--- config.mk ---
export PLATFORM = sky130hd
export DESIGN_NAME = fifo_wr_arb
export DESIGN_NICKNAME = d
export VERILOG_FILES = /design/src/rtl/fifo_wr_arb.sv
export SDC_FILE = /design/constraint.sdc
export NUM_CORES = 1
export LEC_CHECK = 0
export CAP_MARGIN = 20
export CORE_ASPECT_RATIO = 0.6
export CORE_MARGIN = 2
export CORE_UTILIZATION = 30
export DETAILED_ROUTE_END_ITERATION = 16
export DONT_BUFFER_PORTS = 1
export GPL_TIMING_DRIVEN = 0
export SLEW_MARGIN = 20
export SYNTH_ARGS = -nofsm -noshare
export SYNTH_HDL_FRONTEND = slang
export SYNTH_SLANG_ARGS = --single-unit
--- constraint.sdc ---
create_clock -name clk -period 3.35 [get_ports clk]
set_clock_uncertainty 0.2 [all_clocks]
set_input_delay 0.335 -clock clk [delete_from_list [all_inputs] [get_ports clk]]
set_output_delay 0.335 -clock clk [all_outputs]
set_load 0.02 [all_outputs]
--- src/rtl/fifo_wr_arb.sv ---
// fifo_wr_arb: round-robin write arbiter for the write side of an asynchronous FIFO.
// Owns the write pointer, synchronizes the read pointer and derives the full flag and occupancy.
`timescale 1ns/1ps
module fifo_wr_arb #(
    parameter int D_WIDTH = 8,
    parameter int N_REQ   = 4,
    parameter int DATA_W  = 32
) (
    input  logic                     clk,
    input  logic                     rst_n,
    input  logic [N_REQ-1:0]         req,
    input  logic [N_REQ*DATA_W-1:0]  wdata_in,
    input  logic [D_WIDTH:0]         rptr_gray,
    output logic [N_REQ-1:0]         gnt,
    output logic                     wen,
    output logic [D_WIDTH-1:0]       waddr,
    output logic [DATA_W-1:0]        wdata,
    output logic [D_WIDTH:0]         wptr_gray,
    output logic                     full,
    output logic [D_WIDTH:0]         wlevel
);
    localparam int PW = (N_REQ > 1) ? $clog2(N_REQ) : 1;

    logic [D_WIDTH:0] rq1_q, rq2_q;
    logic [D_WIDTH:0] wbin_q, wbin_d;
    logic [D_WIDTH:0] wgray_q, wgray_d;
    logic [D_WIDTH:0] wlevel_q, wlevel_d;
    logic [D_WIDTH:0] rbinSync;
    logic             full_q, full_d;
    logic [PW-1:0]    prio_q, prio_d;
    logic [PW-1:0]    gntIdx, cand;
    logic             found, accept;

    function automatic logic [PW-1:0] wrapAdd(input logic [PW-1:0] base, input int unsigned off);
        int unsigned sum;
        sum = (32'(base) + off) % N_REQ;
        return PW'(sum);
    endfunction

    function automatic logic [D_WIDTH:0] gray2bin(input logic [D_WIDTH:0] g);
        logic [D_WIDTH:0] b;
        b[D_WIDTH] = g[D_WIDTH];
        for (int i = D_WIDTH - 1; i >= 0; i--) begin
            b[i] = b[i+1] ^ g[i];
        end
        return b;
    endfunction

    // First requester at or after the priority pointer, wrapping around.
    always_comb begin
        found  = 1'b0;
        gntIdx = '0;
        cand   = '0;
        for (int k = 0; k < N_REQ; k++) begin
            cand = wrapAdd(prio_q, k);
            if (!found && req[cand]) begin
                found  = 1'b1;
                gntIdx = cand;
            end
        end
    end

    assign accept = found & ~full_q & rst_n;
    assign gnt    = accept ? (N_REQ'(1) << gntIdx) : '0;
    assign wen    = accept;
    assign waddr  = wbin_q[D_WIDTH-1:0];
    assign wdata  = wdata_in[gntIdx*DATA_W +: DATA_W];

    // Full/level look at the post-edge write count so they are valid right after the accept.
    always_comb begin
        wbin_d   = wbin_q + {{D_WIDTH{1'b0}}, accept};
        wgray_d  = wbin_d ^ (wbin_d >> 1);
        prio_d   = accept ? wrapAdd(gntIdx, 1) : prio_q;
        rbinSync = gray2bin(rq2_q);
        full_d   = (wgray_d == {~rq2_q[D_WIDTH -: 2], rq2_q[D_WIDTH-2:0]});
        wlevel_d = wbin_d - rbinSync;
    end

    always_ff @(posedge clk or negedge rst_n) begin
        if (!rst_n) begin
            rq1_q    <= '0;
            rq2_q    <= '0;
            wbin_q   <= '0;
            wgray_q  <= '0;
            full_q   <= 1'b0;
            wlevel_q <= '0;
            prio_q   <= '0;
        end else begin
            rq1_q    <= rptr_gray;
            rq2_q    <= rq1_q;
            wbin_q   <= wbin_d;
            wgray_q  <= wgray_d;
            full_q   <= full_d;
            wlevel_q <= wlevel_d;
            prio_q   <= prio_d;
        end
    end

    assign wptr_gray = wgray_q;
    assign full      = full_q;
    assign wlevel    = wlevel_q;
endmodule

==> flow_metrics.py <==
metrics = {
    "run_status": {
        "status": "complete, but fails checks",
        "violations": "setup timing",
    },
    "synthesis": {
        "syn_area_per_cell_um2": 10.9,
        "synth_area_leaders": "dfrtp_1 35%, mux2i_1 29%, xnor2_1 7.8%, ha_1 4.5%, xor2_1 3.1%",
        "ys.flop_type": "dfrtp_1",
        "synth_top_area_share_pct": 34.9,
        "async_flop_share_pct": 100,
        "ys_seq_area_share_pct": 34.9,
        "synth_top_area_cell": "dfrtp_1",
        "synthCells": 310,
        "synth_edf_count": 0,
        "synth.distinct_cells": 44,
        "syn_area_um2": 3370,
        "yosysWarnings": 0,
        "synth_nets": 466,
        "ys_ff_latch": 47,
    },
    "die": {
        "io_pins": 207,
        "chipHeight_um": 86.1,
        "row_count": 29,
        "die_area_um2": 12100,
        "start_util_pct": 31.4,
        "core_area_um2": 10700,
        "dieWidth_um": 141,
    },
    "drt": {
        "drt_iter0_markers": 179,
        "routed_via_density": 5.18,
        "firstDrtPassIters": 4,
        "wire_per_inst_um": 21.2,
        "vias": 2501,
        "drt-total-wl_um": 10200,
        "postRouteAntennaNets": 0,
        "drcViolationCount": 0,
    },
    "worst_setup_path": {
        "endpoint_kind": "register",
        "r2r-end": "wlevel[8]$_DFF_PN0_",
        "crit_type": "reg -> reg",
        "cp_slowest_cell": "a311oi_4",
        "critPathTopFamily": "compound AO/OA/AOI/OAI gates",
        "crit_buf_inv": 0,
        "cp.required_ns": 3.35,
        "cp.depth": 12,
        "crit_fanout": 6,
        "r2r.worst_path.cells": 12,
        "critPathMaxStageDelay_ns": 0.54,
        "timing.critical_path.cells": "a311oi_4 > ha_2 > and2_4 > nand4_1 > xnor2_4 > ha_4 > a21o_1 > nand3_2 > or3b_4 > o211a_1 > o31ai_4 > xnor2_1",
        "timing.rr.start": "full$_DFF_PN0_",
        "worstPathArrival_ns": 3.56,
        "cp-start-kind": "register",
        "regToRegSetupSlack_ns": -0.21,
    },
    "final_layout": {
        "drive_gt1_share_pct": 19.2,
        "area_growth_pct": 24.0,
        "fin_nets": 500,
        "final_cell_area_um2": 4180,
        "instances_no_fill": 483,
        "insertedDiodeCount": 0,
    },
    "pwr": {
        "p_comb_share_pct": 59.6,
        "switching_share_pct": 47.6,
        "p_seq_share_pct": 26.6,
        "p_int_uw": 2090,
        "vdd_drop_max_mv": 0.354,
        "leakagePower_uw": 0.00185,
        "p_switching_uw": 1900,
        "pwr-share-clk_pct": 13.7,
        "power_density_nw_per_um2": 955,
    },
    "hold_path": {
        "min_from": "rq1_q[2]$_DFF_PN0_",
        "hold_class": "reg -> reg",
        "hold_end": "rq2_q[2]$_DFF_PN0_",
        "worstHoldPathCells": 0,
    },
    "grt": {
        "grt_pass1_vias": 2444,
        "grt_start_max_net_pins": 48,
        "grt_pass1_wl_um": 14800,
        "groute.usage.overall_pct": 16.0,
        "antenna_found_initial": 0,
        "globalRouteOverflowTotal": 0,
    },
    "timing": {
        "maxSlewViolCount": 0,
        "fin_ws_ns": -0.210,
        "timing.slew.headroom_pct": 43.3,
        "fmax_mhz": 281,
        "post-route-period-util_pct": 106,
        "fin_setup_tns_ns": -0.347,
        "tightest_slew_ns": 0.850,
        "rsz0062_at_grt": "true",
        "min_period_ns": 3.56,
        "hold_viol": 0,
        "finalSetupViolations": 3,
    },
    "placement": {
        "placed_area_um2": 3650,
        "dp_slack_ns": -0.617,
        "place.port_buffers": 0,
        "place_inst": 449,
        "hpwl_um": 8020,
        "place.gp.congestion": 0.800,
    },
    "clocking": {
        "cts_sinks": 47,
        "numCtsBuffers": 5,
        "cts_tree": "done",
        "clkTransAtPathRegs_ns": 0.06,
        "cts.htree.levels": 2,
        "ctsLongestPathBuffers": 2,
        "clk-insertion-delay-late_ns": 0.28,
        "cts_root_buffer": "clkbuf_16",
    },
    "run": {
        "maxCapViolCount": 0,
    },
}
[metal layers]
metal / GRT usage (%) / up-vias / part of all wire (%)
met4: 1.82 / 0 / 0.28
li1: - / 1161 / -
met2: 20.8 / 83 / 43
met3: 4.91 / 2 / 6.7
met5: 0 / - / 0
met1: 25.7 / 1255 / 50
[cell families (layout without fill, tap and decap cells)]
group           after synthesis  in the layout  synth area share, %
simple gates                 44             44                 7.06
buf+inv                      31             64                 3.60
fa+ha+maj                    14             14                 5.35
flops                        47             47                 34.9
xor+xnor                     46             46                 13.3
compound gates               30             31                 6.68
mux                          98             98                 29.1
[metrics by stage]
stage / util, % / power [µW] / hold slack (ns)
final: 38.9 / 3990 / 0.148
after global routing: 38.9 / 4250 / 0.159
after CTS: 38.5 / 3950 / 0.149
after detailed placement: 34.0 / 3170 / -0.160
after global placement: 34.0 / 3150 / -0.160
after floorplan: - / 2780 / -0.161
[state kept, by name, indices dropped and copies added (netlist names)]
register	count
rq1_q	9
rq2_q	9
wbin_q	9
wlevel	9
wptr_gray	8
prio_q	2
full	1
[timing repair]
action | CTS | global route
hold endpoints to repair | 56 | 0
hold buffers | 11 | 0
setup buffers | 13 | 2
resized for setup | 18 | 8
gates cloned | 1 | 0
pin swaps | 12 | 3
setup endpoints to repair | 7 | 7
[cell usage after synthesis (2+ instances only)]
| library cell | n |
|---|---|
| nor3_1 | 2 |
| and2_1 | 7 |
| a211oi_1 | 2 |
| or3_1 | 2 |
| inv_1 | 16 |
| or3b_2 | 2 |
| a21oi_1 | 9 |
| buf_2 | 4 |
| mux2i_1 | 97 |
| xor2_1 | 12 |
| dfrtp_1 | 47 |
| nor2_1 | 7 |
| nand4_1 | 4 |
| xnor2_1 | 30 |
| buf_1 | 4 |
| nand2_1 | 7 |
| nand3_1 | 8 |
| o21ai_0 | 7 |
| clkbuf_1 | 6 |
| ha_1 | 12 |
| a211o_1 | 2 |
[layout by cell type (no fill, tap or decap), types with 5 or more instances in the layout]
master	instances
nand2_1	6
clkbuf_1	6
dlygate4sd3_1	10
dfrtp_1	46
ha_1	9
nor2_1	7
xnor2_1	28
a21oi_1	8
nand3_1	5
inv_1	14
and2_1	6
buf_4	14
mux2i_1	96
xor2_1	8
clkbuf_16	5
[power groups by stage]
stage | Sequential [µW] | Clock (µW) | Combinational, µW
floorplan | 1020 | 0 | 1760
CTS | 1070 | 569 | 2310
global placement | 1070 | 0 | 2080
finish | 1060 | 549 | 2380
detailed placement | 1070 | 0 | 2100
global route | 1090 | 598 | 2560
[layout make-up]
cell class	instances	area, µm²
multi-input combinational	233	2280
tap	139	174
fill	1038	6560
timing repair buffer	26	253
inverter	17	63.8
sequential	47	1180
buffer	14	67.6
clock inverter	1	30.0
clock buffer	6	129
[how the worst max path moves through the flow]
stage	startpoint	end	slack, ns
4_1_cts	full$_DFF_PN0_	wlevel[8]$_DFF_PN0_	-0.22
3_5_place_dp	full$_DFF_PN0_	wlevel[7]$_DFF_PN0_	-0.62
6_report	full$_DFF_PN0_	wlevel[8]$_DFF_PN0_	-0.21
5_1_grt	full$_DFF_PN0_	wlevel[8]$_DFF_PN0_	-0.37
2_1_floorplan	full$_DFF_PN0_	wlevel[8]$_DFF_PN0_	-0.09
3_3_place_gp	full$_DFF_PN0_	wlevel[7]$_DFF_PN0_	-0.61
No activity file was read; power rests on OpenSTA's default activity.
